$ cat src/rtl/plot_buffer_pkg.sv
// Shared constants and types for the plot trace buffer.
// Latency: n/a (declarations only).
// Backpressure: n/a.
package plot_buffer_pkg;

  localparam int N_COLS  = 20;   // plot columns == buffer depth
  localparam int Y_ROWS  = 300;  // plot height in pixels
  localparam int DATA_W  = 12;   // raw sample width
  localparam int X_W     = 5;    // column index / count width
  localparam int ROW_W   = 9;    // stored value / row index width
  localparam int MARK_HW = 1;    // marker half-width: 2*MARK_HW+1 rows lit

  typedef enum logic [1:0] {
    EMPTY = 2'd0,
    FILL  = 2'd1,
    WRAP  = 2'd2
  } state_t;

endpackage

$ cat src/rtl/plot_buffer_sample_ram.sv
// sample_ram: DEPTH x W storage, one synchronous write port, one registered read port.
// Latency: rdata 1 clk after raddr; a same-cycle write to that entry returns the old value.
// Backpressure: none; write and read are accepted every cycle.
module sample_ram #(
  parameter int DEPTH = 20,
  parameter int W     = 9,
  parameter int AW    = 5
) (
  input  logic          clk,
  input  logic          resetn,
  input  logic          we,
  input  logic [AW-1:0] waddr,
  input  logic [W-1:0]  wdata,
  input  logic [AW-1:0] raddr,
  output logic [W-1:0]  rdata
);

  logic [W-1:0] mem_q [DEPTH];
  logic [W-1:0] rdata_q;

  // Storage array has no reset; stale entries are masked by count upstream.
  always_ff @(posedge clk) begin
    if (we) mem_q[waddr] <= wdata;
  end

  // Read register samples the pre-write contents, giving read-before-write.
  always_ff @(posedge clk or negedge resetn) begin
    if (!resetn) rdata_q <= '0;
    else         rdata_q <= mem_q[raddr];
  end

  assign rdata = rdata_q;

endmodule

$ cat src/rtl/plot_buffer.sv
// plot_buffer: ring buffer of scaled samples rendered as a 3-pixel trace, oldest sample in column 0.
// Latency: plot_pixel 2 clk after matrix_x/matrix_y/in_plot; count/full/latest 1 clk after a write.
// Backpressure: none; every sample_valid is taken unless clear is high in the same cycle.
module plot_buffer #(
  parameter int N_COLS = plot_buffer_pkg::N_COLS,
  parameter int Y_ROWS = plot_buffer_pkg::Y_ROWS,
  parameter int DATA_W = plot_buffer_pkg::DATA_W
) (
  input  logic              clk,
  input  logic              resetn,
  input  logic              sample_valid,
  input  logic [DATA_W-1:0] sample_data,
  input  logic              clear,
  input  logic [4:0]        matrix_x,
  input  logic [8:0]        matrix_y,
  input  logic              in_plot,
  output logic              plot_pixel,
  output logic [4:0]        count,
  output logic              full,
  output logic [DATA_W-1:0] latest
);
  import plot_buffer_pkg::*;

  localparam logic [ROW_W-1:0] V_MAX = ROW_W'(Y_ROWS - 1);

  state_t            state_q, state_d;
  logic [X_W-1:0]    wr_ptr_q, wr_ptr_d;
  logic [X_W-1:0]    count_q, count_d;
  logic              full_q, full_d;
  logic [DATA_W-1:0] latest_q, latest_d;
  logic              wr_en;
  logic [ROW_W-1:0]  wr_val;

  // Clamp the raw code to the plot height before storing.
  always_comb begin
    wr_val = V_MAX;
    if (sample_data < DATA_W'(Y_ROWS - 1)) wr_val = sample_data[ROW_W-1:0];
  end

  // Write-side next state: clear beats a coincident sample, WRAP overwrites the oldest entry.
  always_comb begin
    state_d  = state_q;
    wr_ptr_d = wr_ptr_q;
    count_d  = count_q;
    full_d   = full_q;
    latest_d = latest_q;
    wr_en    = 1'b0;
    if (clear) begin
      state_d  = EMPTY;
      wr_ptr_d = '0;
      count_d  = '0;
      full_d   = 1'b0;
    end else if (sample_valid) begin
      wr_en    = 1'b1;
      latest_d = sample_data;
      wr_ptr_d = (wr_ptr_q == X_W'(N_COLS - 1)) ? '0 : wr_ptr_q + X_W'(1);
      if (state_q != WRAP) begin
        count_d = count_q + X_W'(1);
        if (count_d == X_W'(N_COLS)) begin
          state_d = WRAP;
          full_d  = 1'b1;
        end else begin
          state_d = FILL;
        end
      end
    end
  end

  // Write-side FSM and its registered outputs.
  always_ff @(posedge clk or negedge resetn) begin
    if (!resetn) begin
      state_q  <= EMPTY;
      wr_ptr_q <= '0;
      count_q  <= '0;
      full_q   <= 1'b0;
      latest_q <= '0;
    end else begin
      state_q  <= state_d;
      wr_ptr_q <= wr_ptr_d;
      count_q  <= count_d;
      full_q   <= full_d;
      latest_q <= latest_d;
    end
  end

  logic [X_W-1:0]   base, rd_addr;
  logic [X_W:0]     addr_sum;
  logic [ROW_W-1:0] rd_val;

  // Rotate the column index so the oldest sample lands in column 0.
  always_comb begin
    base     = (state_q == WRAP) ? wr_ptr_q : '0;
    addr_sum = {1'b0, base} + {1'b0, matrix_x};
    rd_addr  = '0;
    if (matrix_x < X_W'(N_COLS)) begin
      rd_addr = (addr_sum >= (X_W+1)'(N_COLS)) ? X_W'(addr_sum - (X_W+1)'(N_COLS))
                                                : addr_sum[X_W-1:0];
    end
  end

  sample_ram #(
    .DEPTH (N_COLS),
    .W     (ROW_W),
    .AW    (X_W)
  ) u_ram (
    .clk    (clk),
    .resetn (resetn),
    .we     (wr_en),
    .waddr  (wr_ptr_q),
    .wdata  (wr_val),
    .raddr  (rd_addr),
    .rdata  (rd_val)
  );

  logic [X_W-1:0]   x_s1_q;
  logic [ROW_W-1:0] y_s1_q;
  logic             in_plot_s1_q;
  logic             plot_pixel_q, plot_pixel_d;
  logic [ROW_W:0]   row, y_ext;
  logic             near;

  // Marker test: pixel within MARK_HW rows of the trace row, never below the bottom row.
  always_comb begin
    row          = (ROW_W+1)'(Y_ROWS - 1) - {1'b0, rd_val};
    y_ext        = {1'b0, y_s1_q};
    near         = (y_ext + (ROW_W+1)'(MARK_HW) >= row) &&
                   (y_ext <= row + (ROW_W+1)'(MARK_HW)) &&
                   (y_ext <= (ROW_W+1)'(Y_ROWS - 1));
    plot_pixel_d = in_plot_s1_q && (x_s1_q < count_q) && (x_s1_q < X_W'(N_COLS)) && near;
  end

  // Two-stage read pipeline: stage 1 holds pixel coordinates, stage 2 the lit decision.
  always_ff @(posedge clk or negedge resetn) begin
    if (!resetn) begin
      x_s1_q       <= '0;
      y_s1_q       <= '0;
      in_plot_s1_q <= 1'b0;
      plot_pixel_q <= 1'b0;
    end else begin
      x_s1_q       <= matrix_x;
      y_s1_q       <= matrix_y;
      in_plot_s1_q <= in_plot;
      plot_pixel_q <= plot_pixel_d;
    end
  end

  assign plot_pixel = plot_pixel_q;
  assign count      = count_q;
  assign full       = full_q;
  assign latest     = latest_q;

endmodule
$ cat config.mk
export PLATFORM = sky130hd
export DESIGN_NAME = plot_buffer
export DESIGN_NICKNAME = d
export VERILOG_FILES = /design/src/rtl/plot_buffer_pkg.sv /design/src/rtl/plot_buffer_sample_ram.sv /design/src/rtl/plot_buffer.sv
export SDC_FILE = /design/constraint.sdc
export NUM_CORES = 1
export LEC_CHECK = 0
export BUFFER_PORTS_ARGS = -buffer_cell sky130_fd_sc_hd__buf_2
export CAP_MARGIN = 20
export CORE_ASPECT_RATIO = 1.4
export CORE_UTILIZATION = 56
export DETAILED_ROUTE_END_ITERATION = 8
export PLACE_DENSITY = 0.76
export REMOVE_ABC_BUFFERS = 1
export SYNTH_ARGS = -nofsm -noshare
export SYNTH_HDL_FRONTEND = slang
export SYNTH_SLANG_ARGS = --single-unit
$ cat constraint.sdc
create_clock -name clk -period 3.5 [get_ports clk]
set_input_delay 0.7 -clock clk [delete_from_list [all_inputs] [get_ports clk]]
set_output_delay 0.7 -clock clk [all_outputs]
set_load 0.02 [all_outputs]
==> results.cfg, run 1 <==
[logic_synthesis]
async_reset_ff_share_pct = 21.74
synth.area.top_cells = edfxtp_1 48%, dfrtp_1 11%, ha_1 4.4%, mux2i_1 3.0%, nor2_1 2.6%
netlist_instances = 908
synth_ff_type = edfxtp_1
synth-edff-count = 180
synth_top_area_share_pct = 48.24
netlist_top_cells_count = 180 x edfxtp_1, 79 x nor2_1, 57 x nand2_1
seq_area_frac_synth_pct = 59.41
avgSynthCellArea_sq_um = 12.34
synth_area_sq_um = 11200
yosysMostFrequentCell = edfxtp_1
synth_area_leader_cell = edfxtp_1
yosys.cell_types.count = 73
yosys_register_bits = 230
yosys_warnings = 0

[sta]
finalCriticalPeriod_ns = 3.271
skew_ns = 0.01789
rsz0062_at_grt = no
finalHoldViolCount = 0
finalCritPeriodShare_pct = 93.45
drv_slew = 0
relSlewSlack_pct = 35.33
setup_slack_ns = 0.2294
finalSetupTns_ns = 0
worstMarginPinSlew_ns = 0.9700
fmax_mhz = 305.8
setup_viol = 0

[worst_hold_path]
hp-class = input port to flip-flop

[outcome]
outcome = finished, final reports clean

[clocking]
clk_pin_slew_ns = 0.06
htree_num_levels = 1
clkSinkCount = 230
cts_setup_buffers = 0
clk_path_buf_depth = 3
cts_tree = done
clk-insertion-delay-late_ns = 0.51
cts_buffers = 22
cts_root_buf = clkbuf_16

[finish]
area_delta_synth_final_pct = 12.04
fin_nets = 1039
final_area_sq_um = 12550
drive_gt1_share_pct = 18.41
antennaDiodeCount = 0
fillCellCount = 1473
fin_util_pct = 64.56

[floorplan]
io_pins = 50
chipWidth_microns = 121.5
rows = 60
design.die.area_sq_um = 20590
core-area_sq_um = 19440
die_h_microns = 169.4
start_util_pct = 57.63

[global_route]
grt_max_degree = 69
grt_overflow = 0
gr-usage-all-layers_pct = 26.68
first_global_vias = 7662
grt_first_pass_wirelength_mm = 41.39
antenna_found_initial = 0

[drt]
postRouteWirelength_mm = 26.72
drt_iter0_markers = 825
routed_via_density = 6.261
num_vias = 7707
route.detailed.drc = 0
post_drt_wl_per_cell_microns = 21.71
antenna_left = 0
first_pass_iters = 5

[setup_path]
path_class = flip-flop to flip-flop
endpoint_kind = flip-flop
cp_data_arrival_time_ns = 3.70
critPathLaunchType = flip-flop
crit_slowest_cell = o21ai_4
critical-path-max-stage-delay_ns = 0.49
required_ns = 3.93
cp_max_fo = 18
worstPathCellList = nor2b_2 > and2_1 > ha_4 > fa_2 > a211o_1 > a21oi_1 > nor3_1 > o21ai_4 > o221ai_1 > o22ai_1

[placed_design]
dp_slack_ns = 0.08264
dpl-instance-area_sq_um = 11800
portBuffers = 49
dpl.hpwl_mm = 17.96
place_congestion = 0.9872

[power_and_ir_drop]
powerDensity_nw_per_um2 = 492.9
p_leak_nw = 4.860
peakVddDrop_uv = 280.3

[job]
maxCapViolCount = 0
-- metal layers --
layer	track usage, %	part of all wire [%]	vias to the layer above
met3	3.461	6.0	75
met4	11.27	4.1	0
li1	-	-	3573
met2	47.06	52	302
met5	0	0	-
met1	32.60	38	3757
-- path summary, 6_finish.rpt --
path,startpoint,endpoint,slack [ns],cells past startpoint
max in group asynchronous,resetn,latest[7],2.47,2
hold reg to reg,latest[1],latest[1],0.48,2
min in group asynchronous,resetn,count[0],0.32,1
setup reg to reg,state_q[1],u_ram.rdata[4],0.23,10
setup / recovery,state_q[1],u_ram.rdata[4],0.23,10
hold / removal,in_plot,in_plot_s1_q,0.30,1
-- critical path: cells and delay by family, from the launching register on --
| kind | cells | cell delay, ns |
|---|---|---|
| flops | 1 | 0.37 |
| fa+ha+maj | 2 | 0.52 |
| simple gates | 3 | 0.55 |
| compound gates | 5 | 1.77 |
-- repair_timing --
action / CTS / global route
gates resized for setup: 0 / 9
endpoints found under the hold margin: 0 / 0
hold buffers: 0 / 0
endpoints found under the setup margin: 0 / 9
-- layout make-up --
cell class | instances | area (sq um) | share of cell area (%)
inverter | 33 | 137.6 | 1.096
multi-input combinational | 598 | 4238 | 33.76
clock buffer | 31 | 605.6 | 4.824
tap | 248 | 310.3 | 2.472
clock inverter | 8 | 92.59 | 0.7376
sequential | 230 | 6656 | 53.02
timing repair buffer | 83 | 513.0 | 4.087
-- registers in the layout (all words and copies together), names as in the netlist --
signal and cells:
y_s1_q 9, full 1, plot_pixel 1, in_plot_s1_q 1, count 5, wr_ptr_q 5, state_q 2, u_ram.mem_q 180
x_s1_q 5, u_ram.rdata 9, latest 12
-- cells in the final DEF (no fill, tap or decap), types with 3 or more instances in the layout --
cell type  Yosys  layout
a32oi_1        9       9
nand2_1       57      57
a211oi_1      19      18
mux2i_1       34      34
edfxtp_1     180     180
o211ai_1       3       3
clkbuf_16      0      23
nor2b_1       11      10
and2_1         8       8
a22oi_1        7       7
a211o_1        3       3
a31oi_1        7       6
mux2_2        24      24
o221ai_1      12      12
xnor2_1       15      15
nor2_1        79      79
o2111ai_1      4       4
a221oi_1      29      29
or2_2         15      15
dfrtp_1       50      50
nand3b_1       3       3
nand4_1        6       6
o22ai_1       17      17
buf_4          1      33
inv_1         31      31
ha_1          39      38
nand2b_1      10      10
clkbuf_1      27       8
buf_2          9      49
a21o_1         8       8
a21oi_1       43      43
o21ai_0       24      24
clkinv_1       0       3
o21a_1         3       3
nand3_1       14      14
and3_1        12      12
xor2_1        10      10
o31ai_1       14      14
nor3_1        21      20
-- cell families (layout without fill, tap and decap cells) --
logic type               after synthesis  in the layout  synth area share (%)
AND/OR/NAND/NOR                      254            254                 11.03
buffers and inverters                 80            155                 3.462
flip-flops                           230            230                 59.41
multiplexers                          58             58                 5.450
AO/OA/AOI/OAI                        221            221                 14.16
XOR/XNOR                              25             25                 1.954
adder cells (fa/ha/maj)               40             40                 4.534
-- per-stage QoR --
step                total power, W  std cells  hold slack, ns
floorplan                 0.003649        861          0.4044
global placement          0.003903       1192          0.4546
detailed placement        0.003922       1192          0.4620
CTS                       0.006210       1231          0.2858
global route              0.006405       1231          0.2879
finish                    0.006188       1231          0.2968
-- where the power goes --
| group | leakage [nW] | total (W) | internal [W] | switching (W) |
|---|---|---|---|---|
| Sequential | 2.36 | 0.00304 | 0.00299 | 0.0000540 |
| Combinational | 2.16 | 0.000837 | 0.000336 | 0.000501 |
| Clock | 0.334 | 0.00231 | 0.00135 | 0.000958 |
No activity file was read; power rests on OpenSTA's default activity.
==> run 2: changes to the inputs <==
--- a/config.mk
+++ b/config.mk
@@ -8,10 +8,12 @@
 export BUFFER_PORTS_ARGS = -buffer_cell sky130_fd_sc_hd__buf_2
 export CAP_MARGIN = 20
 export CORE_ASPECT_RATIO = 1.4
-export CORE_UTILIZATION = 56
+export CORE_UTILIZATION = 58
+export CTS_BUF_LIST = sky130_fd_sc_hd__clkbuf_2 sky130_fd_sc_hd__clkbuf_4 sky130_fd_sc_hd__clkbuf_8
 export DETAILED_ROUTE_END_ITERATION = 8
-export PLACE_DENSITY = 0.76
+export PLACE_DENSITY = 0.79
 export REMOVE_ABC_BUFFERS = 1
+export SLEW_MARGIN = 20
 export SYNTH_ARGS = -nofsm -noshare
 export SYNTH_HDL_FRONTEND = slang
 export SYNTH_SLANG_ARGS = --single-unit
==> results.cfg, run 2 (synthesis gave the netlist of run 1 again) <==
[outcome]
outcome = finished, final reports clean

[clocking]
htree_num_levels = 2
clk_pin_slew_ns = 0.06
cts_tree = done
cts_buffers = 34
clkSinkCount = 230
clk-insertion-delay-late_ns = 0.51
clk_path_buf_depth = 3
cts_root_buf = clkbuf_8
hold_buffers = 0
cts_setup_buffers = 0

[sta]
finalCriticalPeriod_ns = 3.343
setup_viol = 0
holdWs_ns = 0.2948
relSlewSlack_pct = 36.01
finalCritPeriodShare_pct = 95.50
worstMarginPinSlew_ns = 0.9599
fmax_mhz = 299.2
finalHoldViolCount = 0
skew_ns = 0.01060
drv_slew = 0

[drt]
routed_via_density = 6.254
first_pass_iters = 7
route.detailed.drc = 0
antenna_left = 0
num_vias = 7761
post_drt_wl_per_cell_microns = 21.39
drt_iter0_markers = 777
postRouteWirelength_mm = 26.54

[finish]
top_register = u_ram.mem_q
mostFrequentLayoutCells = 180 x edfxtp_1, 79 x nor2_1, 57 x nand2_1
fin_util_pct = 66.43
drive_gt1_share_pct = 20.16
final_common_cell = edfxtp_1
fin_nets = 1049
area_delta_synth_final_pct = 11.17
largest_reg_flops = 180
antennaDiodeCount = 0

[power_and_ir_drop]
p_sw_share_pct = 25.54
p_comb_share_pct = 14.1
peakVddDrop_uv = 212.0
intPower_w = 0.004423
p_switching_w = 0.001517
p_leak_nw = 4.855
seqPwrFrac_pct = 51.2
powerDensity_nw_per_um2 = 476.9
pwr-share-clk_pct = 34.7

[global_route]
gr-usage-all-layers_pct = 27.36
grt_max_degree = 40
grt_overflow = 0
grt_first_pass_wirelength_mm = 41.77
antenna_found_initial = 0
first_global_vias = 7731

[floorplan]
core-area_sq_um = 18750
design.die.area_sq_um = 19890
chipWidth_microns = 119.5
io_pins = 50
rows = 59
die_h_microns = 166.5
start_util_pct = 59.76

[setup_path]
critPathLaunchType = flip-flop
reg2reg_slack_ns = 0.16
required_ns = 3.93
cp_max_fo = 18
endpoint_kind = flip-flop
cp_data_arrival_time_ns = 3.77
path_class = flip-flop to flip-flop

[placed_design]
portBuffers = 49
dpl.hpwl_mm = 17.68
place_congestion = 0.9297

[worst_hold_path]
hp-class = input port to flip-flop

[job]
maxCapViolCount = 0
[run 2: cell count changes in the layout (fill, tap and decap cells not counted), sizes merged]
cell / previous run / this run
buf: 83 / 81
bufinv: 3 / 1
clkbuf: 31 / 48
clkinvlp: 1 / 0
inv: 32 / 34
[run 2: what timing repair did]
item                                    CTS  global route
gates resized for setup                   0             6
endpoints found under the hold margin     0             0
endpoints found under the setup margin    0             9
[run 2: worst paths after layout]
path                             startpoint        endpoint  cells after the start
worst min register to register    latest[3]       latest[3]                      2
max in group asynchronous            resetn       latest[2]                      2
worst min-delay path            matrix_y[3]       y_s1_q[3]                      1
worst max-delay path             state_q[1]  u_ram.rdata[5]                     10
min in group asynchronous            resetn            full                      1
worst max register to register   state_q[1]  u_ram.rdata[5]                     10
[run 2: cell type report]
class	count	area, sq um
multi-input cells	598	4222
clock buffers	48	598.1
well taps	244	305.3
fillers	1332	6295
repair buffers	81	498.0
clock inverters	7	38.79
inverters	33	137.6
flip-flops and latches	230	6656
[run 2: worst max-delay path: stages (launching register included)]
cell and delay, ns:
dfrtp_1 0.37, nor2b_2 0.19, and2_1 0.19, ha_4 0.18
fa_2 0.36, a211o_1 0.31, a21oi_1 0.42, nor3_1 0.20
o21ai_4 0.50, o221ai_1 0.32, o22ai_1 0.23
[run 2: power by group through the flow]
| stage | clock network (W) | logic, W | registers (W) |
|---|---|---|---|
| global placement | 0 | 0.000801 | 0.00309 |
| global route | 0.00219 | 0.000926 | 0.00305 |
| detailed placement | 0 | 0.000824 | 0.00310 |
| finish | 0.00206 | 0.000839 | 0.00304 |
| floorplan | 0 | 0.000544 | 0.00311 |
| CTS | 0.00209 | 0.000829 | 0.00304 |
[run 2: layer usage]
| layer | wire [microns] | global-route usage, % | vias up | share of wire, % |
|---|---|---|---|---|
| met1 | 9986 | 33.90 | 3773 | 38 |
| met5 | 0 | 0 | - | 0 |
| li1 | - | - | 3591 | - |
| met3 | 1754 | 3.801 | 76 | 6.6 |
| met2 | 13770 | 47.60 | 321 | 52 |
| met4 | 1035 | 11.74 | 0 | 3.9 |
[run 2: metrics by stage]
step | area [sq um] | instances | power [W] | TNS (ns) | setup slack (ns)
floorplan | 10950 | 861 | 0.003649 | -10.19 | -1.232
global placement | 11780 | 1186 | 0.003896 | 0 | 0.1454
detailed placement | 11780 | 1186 | 0.003919 | 0 | 0.07260
CTS | 12420 | 1241 | 0.005957 | 0 | 0.05069
global route | 12460 | 1241 | 0.006164 | -0.1495 | -0.04588
finish | 12460 | 1241 | 0.005941 | 0 | 0.1574
